==> src/rtl/tsf_timer_pkg.sv <==
// Shared xpu timing constants: TSF width and default clk-per-microsecond ratio.
package tsf_timer_pkg;
  localparam int TSF_W          = 64;
  localparam int TSF_CLK_PER_US = 100;
endpackage

==> src/rtl/tsf_timer.sv <==
// Free-running 64-bit microsecond TSF counter with 1 MHz strobe, load, signed
// drift adjust, pause and atomic snapshot.
module tsf_timer
  import tsf_timer_pkg::*;
#(
  parameter int CLK_PER_US = TSF_CLK_PER_US
) (
  input  logic             clk,
  input  logic             rstn,
  input  logic             tsf_run,
  input  logic             tsf_load_en,
  input  logic [31:0]      tsf_load_val_low,
  input  logic [31:0]      tsf_load_val_high,
  input  logic             tsf_adj_en,
  input  logic [15:0]      tsf_adj,
  input  logic             tsf_snap_req,
  output logic [TSF_W-1:0] tsf_runtime_val,
  output logic [TSF_W-1:0] tsf_snap_val,
  output logic             tsf_pulse_1M
);

  localparam int PW = (CLK_PER_US < 2) ? 1 : $clog2(CLK_PER_US);
  localparam logic [PW-1:0] PRESC_MAX = PW'(CLK_PER_US - 1);

  generate
    if (CLK_PER_US < 2) begin : g_bad_param
      $error("tsf_timer: CLK_PER_US must be >= 2");
    end
  endgenerate

  logic [PW-1:0]    presc;
  logic             tick;
  logic [TSF_W-1:0] adj_ext;
  logic [TSF_W-1:0] tsf_next;

  assign tick    = tsf_run && (presc == PRESC_MAX);
  assign adj_ext = tsf_adj_en ? {{(TSF_W-16){tsf_adj[15]}}, tsf_adj} : '0;
  // adjust and tick fold into one carry chain
  assign tsf_next = tsf_runtime_val + adj_ext + {{(TSF_W-1){1'b0}}, tick};

  always_ff @(posedge clk or negedge rstn) begin
    if (!rstn) begin
      presc           <= '0;
      tsf_runtime_val <= '0;
      tsf_snap_val    <= '0;
      tsf_pulse_1M    <= 1'b0;
    end else begin
      // snapshot takes the pre-edge value, independent of load/adjust/tick
      if (tsf_snap_req)
        tsf_snap_val <= tsf_runtime_val;
      if (tsf_load_en) begin
        tsf_runtime_val <= {tsf_load_val_high, tsf_load_val_low};
        presc           <= '0;
        tsf_pulse_1M    <= 1'b0;
      end else begin
        tsf_runtime_val <= tsf_next;
        tsf_pulse_1M    <= tick;
        if (tsf_run)
          presc <= tick ? '0 : presc + 1'b1;
      end
    end
  end

endmodule
==> config.mk <==
export PLATFORM = sky130hd
export DESIGN_NAME = tsf_timer
export DESIGN_NICKNAME = d
export VERILOG_FILES = /design/src/rtl/tsf_timer_pkg.sv /design/src/rtl/tsf_timer.sv
export SDC_FILE = /design/constraint.sdc
export NUM_CORES = 1
export LEC_CHECK = 0
export CORE_AREA = 4 4 134 136
export DETAILED_ROUTE_END_ITERATION = 7
export DIE_AREA = 0 0 138 140
export GPL_TIMING_DRIVEN = 0
export PLACE_DENSITY_LB_ADDON = 0.3
export SLEW_MARGIN = 15
export SYNTH_ARGS = -nofsm -noshare
export SYNTH_HDL_FRONTEND = slang
export SYNTH_SLANG_ARGS = --single-unit
==> constraint.sdc <==
create_clock -name clk -period 6.88 [get_ports clk]
set_input_delay 1.376 -clock clk [delete_from_list [all_inputs] [get_ports clk]]
set_output_delay 1.376 -clock clk [all_outputs]
set_load 0.02 [all_outputs]
After elaboration in Yosys (flattened, before gate mapping) --
Index checks and enable logic that the tools add are counted.
Storage, ports and cells: register bits after elaboration 136, input port bits 86, output and inout port bits 129, logic and storage cells 16
Operators by class: $add $sub $neg 3, eq/ne operators 1, multiplexer cells 6, reduce and logical (&&, ||, !) cells 2
Operators with widths (count):
- 2-to-1 mux 64 bit | 2
- adder 64 x 1 -> 64 bit | 1
- adder 64 bit | 1
- 2-to-1 mux 7 bit | 3
- adder 7 x 1 -> 7 bit (second input constant) | 1
- == test 7 bit (second input constant) | 1
- nonzero test 2 bit | 1
- logical AND 1 bit | 1
- 2-to-1 mux 1 bit | 1

Logic depth before layout (Yosys ltp) --
Gate-level depths: netlist of run 1.
word-level depth 5, depth in mapped cells 15, mapped depth without buffers 14

Worst setup path before layout of run 1 --
Ideal clock, no wire load.
kind input-to-reg, from input port tsf_run, to register tsf_runtime_val[50], setup time 0.136 ns, arrival time 4.594 ns, data required time 6.744 ns, setup slack 2.150 ns, stages on the path 15, path buffers 2, path through clkbuf_1 -> nand2_1 -> or3_1 -> clkbuf_1 -> fa_1 -> fa_1 -> nor2b_1 -> o31ai_1 -> a211oi_1 -> o2111a_1 -> o21ai_2 -> a2111o_1 -> a31oi_1 -> o21a_1 -> o31ai_2
On the way: longest elaborated chain between the ends 3
Ends and longest elaborated chain:
- start: declaration | RTL line tsf_timer.sv:10 | input logic tsf_run,
- logical AND 1 bit | RTL line tsf_timer.sv:36 | assign tick = tsf_run && (presc == PRESC_MAX);
- adder 64 x 1 -> 64 bit | RTL line tsf_timer.sv:39 | assign tsf_next = tsf_runtime_val + adj_ext + {{(TSF_W-1){1'b0}}, tick};
- 2-to-1 mux 64 bit | RTL line tsf_timer.sv:51 | if (tsf_load_en) begin
- end signal: assignment | RTL line tsf_timer.sv:52 | tsf_runtime_val <= {tsf_load_val_high, tsf_load_val_low};
- end signal: assignment | RTL line tsf_timer.sv:56 | tsf_runtime_val <= tsf_next;
- end: declaration | RTL line tsf_timer.sv:17 | output logic [TSF_W-1:0] tsf_runtime_val,
Every way passes these cells. A chain may end at the register's enable or synchronous reset.

Final worst setup path of run 1 --
from input port tsf_adj_en, to register tsf_runtime_val[62]
On the way: longest elaborated chain between the ends 4
Ends and longest elaborated chain:
- start: declaration | RTL line tsf_timer.sv:14 | input logic tsf_adj_en,
- 2-to-1 mux 64 bit | RTL line tsf_timer.sv:37 | assign adj_ext = tsf_adj_en ? {{(TSF_W-16){tsf_adj[15]}}, tsf_adj} : '0;
- adder 64 bit | RTL line tsf_timer.sv:39
- adder 64 x 1 -> 64 bit | RTL line tsf_timer.sv:39
- 2-to-1 mux 64 bit | RTL line tsf_timer.sv:51
Every way passes these cells.

==> qor.tcl, run 1 <==
set qor(run_status) {completed}
set qor(end_kind) {flip-flop}
set qor(p_per_area_mw_per_mm2) 323
set qor(die_width_um) 138
set qor(postSynthAreaPerCell_um2) 8.98
set qor(internal_power_w) 0.00239
set qor(cts_buffer_depth) 2
set qor(dpl.hpwl_um) 21000
set qor(r2r_cells) 15
set qor(cap_viol_max_count) 0
set qor(grt_setup_unrepaired) {false}
set qor(cts_inserted_buffers) 17
set qor(post_synth_inst_count) 1018
set qor(drive_gt1_frac) 0.102
set qor(drc) 0
set qor(worst-r2r-setup-slack_ns) 2.43
set qor(power.share.sequential) 0.292
set qor(worst_ir_drop_vdd_v) 0.000192
set qor(final_estimated_routing_congestion_in_global_placement) 0.957
set qor(min-delay-path-class) {reg2reg}
set qor(drt-wirelength-per-cell_um) 18.4
set qor(final_setup_skew_ns) 0.0114
set qor(cts_htree_levels) 4
set qor(layout.filler_cells) 1301
set qor(power.combinational.fraction) 0.467
set qor(cp.depth) 14
set qor(worst-setup-path-type) {in2reg}
set qor(area.growth.synth_to_final_pct) 33.4
set qor(cts.hold.buffers_added) 0
set qor(num_vias) 8748
set qor(synth_sequential_area_ratio) 0.372
set qor(timing.critical_path.from_type) {primary input}
set qor(switching_share) 0.393
set qor(initial_antenna_violation_count) 0
set qor(global_route.usage.total) 0.281
set qor(synth_edf_count) 0
set qor(cp_num_buf_inv) 2
set qor(final_util) 0.720
set qor(detail_route.vias_per_cell) 5.88
set qor(drt_pass_1_iters) 7
set qor(die_y_um) 140
set qor(crit_fanout) 10
set qor(cts_tree) {built}
set qor(worst_path_largest_cell_delay_ns) 0.58
set qor(number_of_clock_sinks) 136
set qor(port-buffer-count) 211
set qor(critical_path.cell_chain) {clkdlybuf4s50_1, clkbuf_1, nand2_1, fa_1, fa_1, nor2b_1, o31ai_1, a211oi_1, o2111a_1, o21ai_2, a2111o_1, a31oi_1, and3_1, nor3_1}
set qor(timing.final.setup_violations) 0
set qor(groute.layer.met1.usage) 0.354
set qor(crit_arrival_ns) 5.49
set qor(coreArea_mm2) 0.0169
set qor(grt_start_max_net_pins) 83
set qor(power.switching_w) 0.00155
set qor(pwr-share-clk) 0.242
set qor(post-route-min-period_ns) 5.18
set qor(synthesis.yosys.warnings) 0
set qor(grt-ovfl-total) 0
set qor(clk-insertion-delay-late_ns) 0.43
set qor(clk_pin_slew_ns) 0.06
set qor(r2r_start) {presc[0]$_DFFE_PN0P_}
set qor(hold_critical_path_depth) 1
set qor(floorplan.initialDensity) 0.540
set qor(highest_count_cells_in_the_layout_ignoring_fill_and_taps) {sky130_fd_sc_hd__clkdlybuf4s50_1, sky130_fd_sc_hd__dfrtp_1, sky130_fd_sc_hd__nand2_1}
set qor(layout.nets) 1401
set qor(via_count_of_the_first_global_routing_pass) 8790
set qor(synth-main-ff-cell) {sky130_fd_sc_hd__dfrtp_1}
set qor(timing.final.hold_violations) 0
set qor(cts_root_buf) {sky130_fd_sc_hd__clkbuf_16}
set qor(critical_path_required_ns) 7.18
set qor(worst_hold_path.endpoint) {tsf_snap_val[47]$_DFFE_PN0P_}
set qor(design.die.area_mm2) 0.0193
set qor(rr_endpoint) {tsf_runtime_val[62]$_DFF_PN0_}
set qor(layout_setup_ws_ns) 1.70
set qor(cp_top_family) {compound AO/OA/AOI/OAI gates}
set qor(drv_slew) 0
set qor(critPathMostFrequentCell) {sky130_fd_sc_hd__fa_1}
set qor(postCtsResizedCells) 0
set qor(wirelength_um) 27400
set qor(antenna-diode-count) 0
set qor(rows) 48
set qor(maxSlewHeadroom) 0.395
set qor(final.period_utilization) 0.754
set qor(synth.net_count) 1169
set qor(max_freq_ghz) 0.193
set qor(postRouteAntennaNets) 0
set qor(grt-busiest-layer) {met2}
set qor(netlist-cell-type-count) 64
set qor(groute.layer.met2.usage) 0.480
set qor(layout_commonest_cell) {sky130_fd_sc_hd__clkdlybuf4s50_1}
set qor(synth_area_mm2) 0.00914
set qor(detail_route.iter0.violations) 785
set qor(holdCritStartpoint) {tsf_snap_val[47]$_DFFE_PN0P_}
set qor(detailedPlace.worstSlack_ns) 1.29
set qor(grt_util_met3) 0.0580
set qor(grt_pass1_wl_um) 44700
set qor(synth_async_sr_flop_share) 1.00
set qor(post_route_hold_slack_ns) 0.503
set qor(max_slew.worst_pin.slew_ns) 0.908
set qor(ys_ff_latch) 136
set qor(crit_path_top_delay_cell) {sky130_fd_sc_hd__clkdlybuf4s50_1}
set qor(floorplan.io_pins) 215
set qor(cts_setup_buffers) 0
set qor(leakage_power_total_nw) 5.22
## power by group through the flow
stage	Sequential, W	Combinational [W]	Clock [W]
3_5_place_dp	0.00116	0.00181	0
5_1_grt	0.00117	0.00199	0.000996
4_1_cts	0.00115	0.00183	0.000959
3_3_place_gp	0.00115	0.00178	0
2_1_floorplan	0.00138	0.000861	0
6_report	0.00115	0.00184	0.000952
## metrics by stage
stage	std cells	area [um2]	total power, W	TNS [ns]
6_report	1488	12200	0.00394	0
5_1_grt	1488	12200	0.00416	0
4_1_cts	1488	12200	0.00394	0
3_5_place_dp	1456	11600	0.00298	0
3_3_place_gp	1454	11500	0.00293	-146.27
2_1_floorplan	1018	9140	0.00224	0
## worst max-delay path by stage
| stage | startpoint | slack [ns] | to |
|---|---|---|---|
| floorplan | tsf_run | 2.15 | tsf_runtime_val[50]$_DFF_PN0_ |
| global placement | rstn | -1.09 | tsf_snap_val[2]$_DFFE_PN0P_ |
| detailed placement | tsf_adj_en | 1.29 | tsf_runtime_val[50]$_DFF_PN0_ |
| CTS | tsf_adj_en | 1.74 | tsf_runtime_val[50]$_DFF_PN0_ |
| global route | tsf_adj_en | 1.53 | tsf_runtime_val[50]$_DFF_PN0_ |
| finish | tsf_adj_en | 1.70 | tsf_runtime_val[62]$_DFF_PN0_ |
## Yosys cell counts, types with 19 or more instances
| master | count | area share |
|---|---|---|
| sky130_fd_sc_hd__a21oi_1 | 101 | 0.055 |
| sky130_fd_sc_hd__nand4_1 | 26 | 0.018 |
| sky130_fd_sc_hd__xor2_1 | 21 | 0.020 |
| sky130_fd_sc_hd__nand2_1 | 127 | 0.052 |
| sky130_fd_sc_hd__ha_1 | 63 | 0.086 |
| sky130_fd_sc_hd__mux2_2 | 66 | 0.081 |
| sky130_fd_sc_hd__xnor2_1 | 28 | 0.027 |
| sky130_fd_sc_hd__a21o_1 | 29 | 0.024 |
| sky130_fd_sc_hd__nor3_1 | 19 | 0.010 |
| sky130_fd_sc_hd__o21ai_0 | 85 | 0.047 |
| sky130_fd_sc_hd__nor2_1 | 63 | 0.026 |
| sky130_fd_sc_hd__dfrtp_1 | 136 | 0.37 |
| sky130_fd_sc_hd__inv_1 | 25 | 0.010 |
| sky130_fd_sc_hd__clkbuf_1 | 46 | 0.019 |
## cell families (layout without fill, tap and decap cells)
| family | after synthesis | in the layout | synth area share |
|---|---|---|---|
| flops | 136 | 136 | 0.372 |
| compound gates | 308 | 308 | 0.210 |
| fa+ha+maj | 65 | 65 | 0.0906 |
| buf+inv | 79 | 324 | 0.0342 |
| xor+xnor | 49 | 49 | 0.0470 |
| simple gates | 313 | 313 | 0.162 |
| mux | 68 | 68 | 0.0835 |
## cell type report
type	count	area [um2]	area share
Clock buffer	20	467	0.0383
Timing Repair Buffer	213	2160	0.178
Sequential cell	136	3400	0.279
Multi-Input combinational cell	803	5420	0.445
Tap cell	225	282	0.0231
Clock inverter	12	140	0.0115
Buffer	54	219	0.0180
Inverter	25	93.8	0.00770
## flip-flops by register name, summed over array words and instances, names as in the netlist
name             count
presc                7
tsf_pulse_1M         1
tsf_runtime_val     64
tsf_snap_val        64
## metal layers
metal	part of all wire	routed length (um)	vias to the layer above
li1	-	-	4146
met1	0.42	11600	4154
met2	0.48	13200	374
met3	0.068	1860	74
met4	0.030	813	0
met5	0	0	-
Note: power is estimated with default switching activity, not from simulation.
==> inputs of run 2 (changes only) <==
--- a/config.mk
+++ b/config.mk
@@ -5,9 +5,9 @@
 export SDC_FILE = /design/constraint.sdc
 export NUM_CORES = 1
 export LEC_CHECK = 0
-export CORE_AREA = 4 4 134 136
+export CORE_AREA = 4 4 139 141
 export DETAILED_ROUTE_END_ITERATION = 7
-export DIE_AREA = 0 0 138 140
+export DIE_AREA = 0 0 143 145
 export GPL_TIMING_DRIVEN = 0
 export PLACE_DENSITY_LB_ADDON = 0.3
 export SLEW_MARGIN = 15
==> constraint.sdc (replaced) <==
create_clock -name clk -period 4.8 [get_ports clk]
set_input_delay 0.96 -clock clk [delete_from_list [all_inputs] [get_ports clk]]
set_output_delay 0.96 -clock clk [all_outputs]
set_load 0.02 [all_outputs]
==> qor.tcl, run 2 (same netlist as run 1, synthesis figures left out) <==
set qor(run_status) {completed} ;# unchanged
set qor(layout_commonest_cell) {sky130_fd_sc_hd__clkdlybuf4s50_1} ;# unchanged
set qor(min-delay-path-class) {in2async} ;# was reg2reg
set qor(drive_gt1_frac) 0.101 ;# was 0.102
set qor(max_freq_ghz) 0.221
set qor(post-route-cell-area_mm2) 0.0122 ;# about the same
set qor(floorplan.io_pins) 215 ;# unchanged
set qor(power.share.sequential) 0.291 ;# was 0.292
set qor(initial_antenna_violation_count) 0 ;# unchanged
set qor(cts_setup_buffers) 0 ;# unchanged
set qor(timing.final.setup_violations) 0 ;# unchanged
set qor(leakage_power_total_nw) 5.22 ;# about the same
set qor(max_slew.worst_pin.slew_ns) 0.978 ;# was 0.908 ns
set qor(crit_path_top_delay_cell) {sky130_fd_sc_hd__clkdlybuf4s50_1} ;# unchanged
set qor(timing.critical_path.from_type) {primary input} ;# unchanged
set qor(cts_htree_levels) 4 ;# unchanged
set qor(cp_num_buf_inv) 2 ;# unchanged
set qor(postCtsResizedCells) 0 ;# unchanged
set qor(crit_arrival_ns) 4.87 ;# was 5.49 ns
set qor(detailed_place.area_mm2) 0.0116 ;# about the same
set qor(die_y_um) 145 ;# was 140 um
set qor(port-buffer-count) 211 ;# unchanged
set qor(rows) 49 ;# was 48
set qor(cts.hold.buffers_added) 0 ;# unchanged
set qor(final.period_utilization) 0.945
set qor(drc) 0 ;# unchanged
set qor(drt-wirelength-per-cell_um) 18.4 ;# about the same
set qor(setup.worst_path.start) {tsf_adj_en} ;# unchanged
set qor(final_setup_skew_ns) 0.0160 ;# was 0.0114 ns
set qor(internal_power_w) 0.00345 ;# was 0.00239 W
set qor(grt_setup_unrepaired) {false} ;# unchanged
set qor(grt-ovfl-total) 0 ;# unchanged
set qor(layout.nets) 1401 ;# unchanged
set qor(worst_path_largest_cell_delay_ns) 0.55 ;# was 0.58 ns
set qor(die_width_um) 143 ;# was 138 um
set qor(antenna-diode-count) 0 ;# unchanged
set qor(detail_route.iter0.violations) 694 ;# was 785
set qor(p_per_area_mw_per_mm2) 463 ;# was 323 mW/mm2
set qor(timing.final.hold_violations) 0 ;# unchanged
set qor(cts_buffer_depth) 2 ;# unchanged
set qor(detailedPlace.worstSlack_ns) -0.360 ;# was 1.29 ns
set qor(final_estimated_routing_congestion_in_global_placement) 0.924 ;# was 0.957
set qor(grt_pass1_wl_um) 44200 ;# was 44700 um
set qor(post-route-min-period_ns) 4.53
set qor(drt_pass_1_iters) 5 ;# was 7
set qor(dpl.hpwl_um) 20900 ;# was 21000 um
set qor(power.switching_w) 0.00219 ;# was 0.00155 W
set qor(crit_fanout) 10 ;# unchanged
set qor(cts_tree) {built} ;# unchanged
set qor(via_count_of_the_first_global_routing_pass) 8546 ;# was 8790
set qor(post_route_hold_slack_ns) 0.441 ;# was 0.503 ns
set qor(floorplan.initialDensity) 0.509 ;# was 0.540
set qor(layout_setup_ws_ns) 0.265 ;# was 1.70 ns
set qor(cts_inserted_buffers) 17 ;# unchanged
set qor(power.combinational.fraction) 0.466 ;# was 0.467
set qor(r2r_start) {presc[0]$_DFFE_PN0P_} ;# unchanged
set qor(cp_top_family) {compound AO/OA/AOI/OAI gates} ;# unchanged
set qor(worst_ir_drop_vdd_v) 0.000271 ;# was 0.000192 V
set qor(reg.largest.list) {tsf_runtime_val (64), tsf_snap_val (64), presc (7)} ;# unchanged
set qor(design.die.area_mm2) 0.0207 ;# was 0.0193 mm2
set qor(final_util) 0.679 ;# was 0.720
set qor(area.growth.synth_to_final_pct) 33.5 ;# was 33.4%
set qor(postRouteAntennaNets) 0 ;# unchanged
set qor(global_route.usage.total) 0.264 ;# was 0.281
set qor(clk-insertion-delay-late_ns) 0.43 ;# about the same
set qor(switching_share) 0.389 ;# was 0.393
set qor(highest_count_cells_in_the_layout_ignoring_fill_and_taps) {sky130_fd_sc_hd__clkdlybuf4s50_1, sky130_fd_sc_hd__dfrtp_1, sky130_fd_sc_hd__nand2_1} ;# unchanged
set qor(coreArea_mm2) 0.0180 ;# was 0.0169 mm2
set qor(end_kind) {flip-flop} ;# unchanged
set qor(pwr-share-clk) 0.243 ;# was 0.242
set qor(cap_viol_max_count) 0 ;# unchanged
set qor(detail_route.vias_per_cell) 5.74 ;# was 5.88
set qor(worst-setup-path-type) {in2reg} ;# unchanged
set qor(critical_path_required_ns) 5.14 ;# was 7.18 ns
set qor(critPathMostFrequentCell) {sky130_fd_sc_hd__fa_1} ;# unchanged
set qor(clk_pin_slew_ns) 0.06 ;# about the same
set qor(maxSlewHeadroom) 0.348 ;# was 0.395
set qor(drv_slew) 0 ;# unchanged
set qor(wirelength_um) 27400 ;# about the same
set qor(number_of_clock_sinks) 136 ;# unchanged
set qor(critical_path.cell_chain) {clkdlybuf4s50_1, clkbuf_2, nand2_1, fa_1, fa_1, nor2b_1, o31ai_1, a211oi_1, o2111a_1, o21ai_2, a2111o_1, a31oi_1, nor4b_1, nor3_1} ;# was clkdlybuf4s50_1, clkbuf_1, nand2_1, fa_1, fa_1, nor2b_1, o31ai_1, a211oi_1, o2111a_1, o21ai_2, a2111o_1, a31oi_1, and3_1, nor3_1
set qor(grt_start_max_net_pins) 74 ;# was 83
set qor(cts_root_buf) {sky130_fd_sc_hd__clkbuf_16} ;# unchanged
set qor(num_vias) 8557 ;# was 8748
run 2: worst paths after layout:
kind | slack [ns] | to | cells past startpoint
max in group asynchronous | 3.62 | tsf_runtime_val[51]$_DFF_PN0_ | 2
min in group clk | 0.50 | tsf_snap_val[48]$_DFFE_PN0P_ | 1
setup reg to reg | 0.42 | tsf_runtime_val[62]$_DFF_PN0_ | 15
hold reg to reg | 0.50 | tsf_snap_val[48]$_DFFE_PN0P_ | 1
hold / removal | 0.44 | tsf_snap_val[20]$_DFFE_PN0P_ | 1
setup / recovery | 0.27 | tsf_runtime_val[62]$_DFF_PN0_ | 14
run 2: through the flow:
step	cells	total power (W)	setup TNS [ns]
2_1_floorplan	1018	0.00322	0
3_3_place_gp	1458	0.00422	-391.56
3_5_place_dp	1460	0.00426	-1.48
4_1_cts	1492	0.00565	0
5_1_grt	1492	0.00597	0
6_report	1492	0.00564	0
run 2: power groups by stage:
stage | Clock [W] | Combinational [W] | Sequential [W]
global route | 0.00144 | 0.00285 | 0.00168
floorplan | 0 | 0.00123 | 0.00198
CTS | 0.00138 | 0.00263 | 0.00165
global placement | 0 | 0.00257 | 0.00165
detailed placement | 0 | 0.00260 | 0.00166
finish | 0.00137 | 0.00263 | 0.00164
run 2: routing by layer:
metal	vias to the layer above	GRT usage	wire length (um)
li1	4151	-	-
met1	4062	0.359	12000
met2	301	0.424	12900
met3	43	0.0543	1900
met4	0	0.0789	590
met5	-	0	0
run 2: worst register-to-register path: cells and delay by family, from the launching register on:
family                     cells  cell delay [ns]
buffers and inverters          1             0.19
AOI/OAI and AO/OA              6             1.62
adders and majority gates      3             1.12
and+or+nand+nor                5             0.91
DFF                            1             0.42
run 2: final cells by class:
| type | instances | area, um2 |
|---|---|---|
| fill | 1467 | 5760 |
| multi-input combinational | 803 | 5430 |
| sequential | 136 | 3400 |
| timing repair buffer | 213 | 2160 |
| clock buffer | 22 | 454 |
| tap | 229 | 287 |
| buffer | 54 | 221 |
| clock inverter | 10 | 145 |
| inverter | 25 | 93.8 |
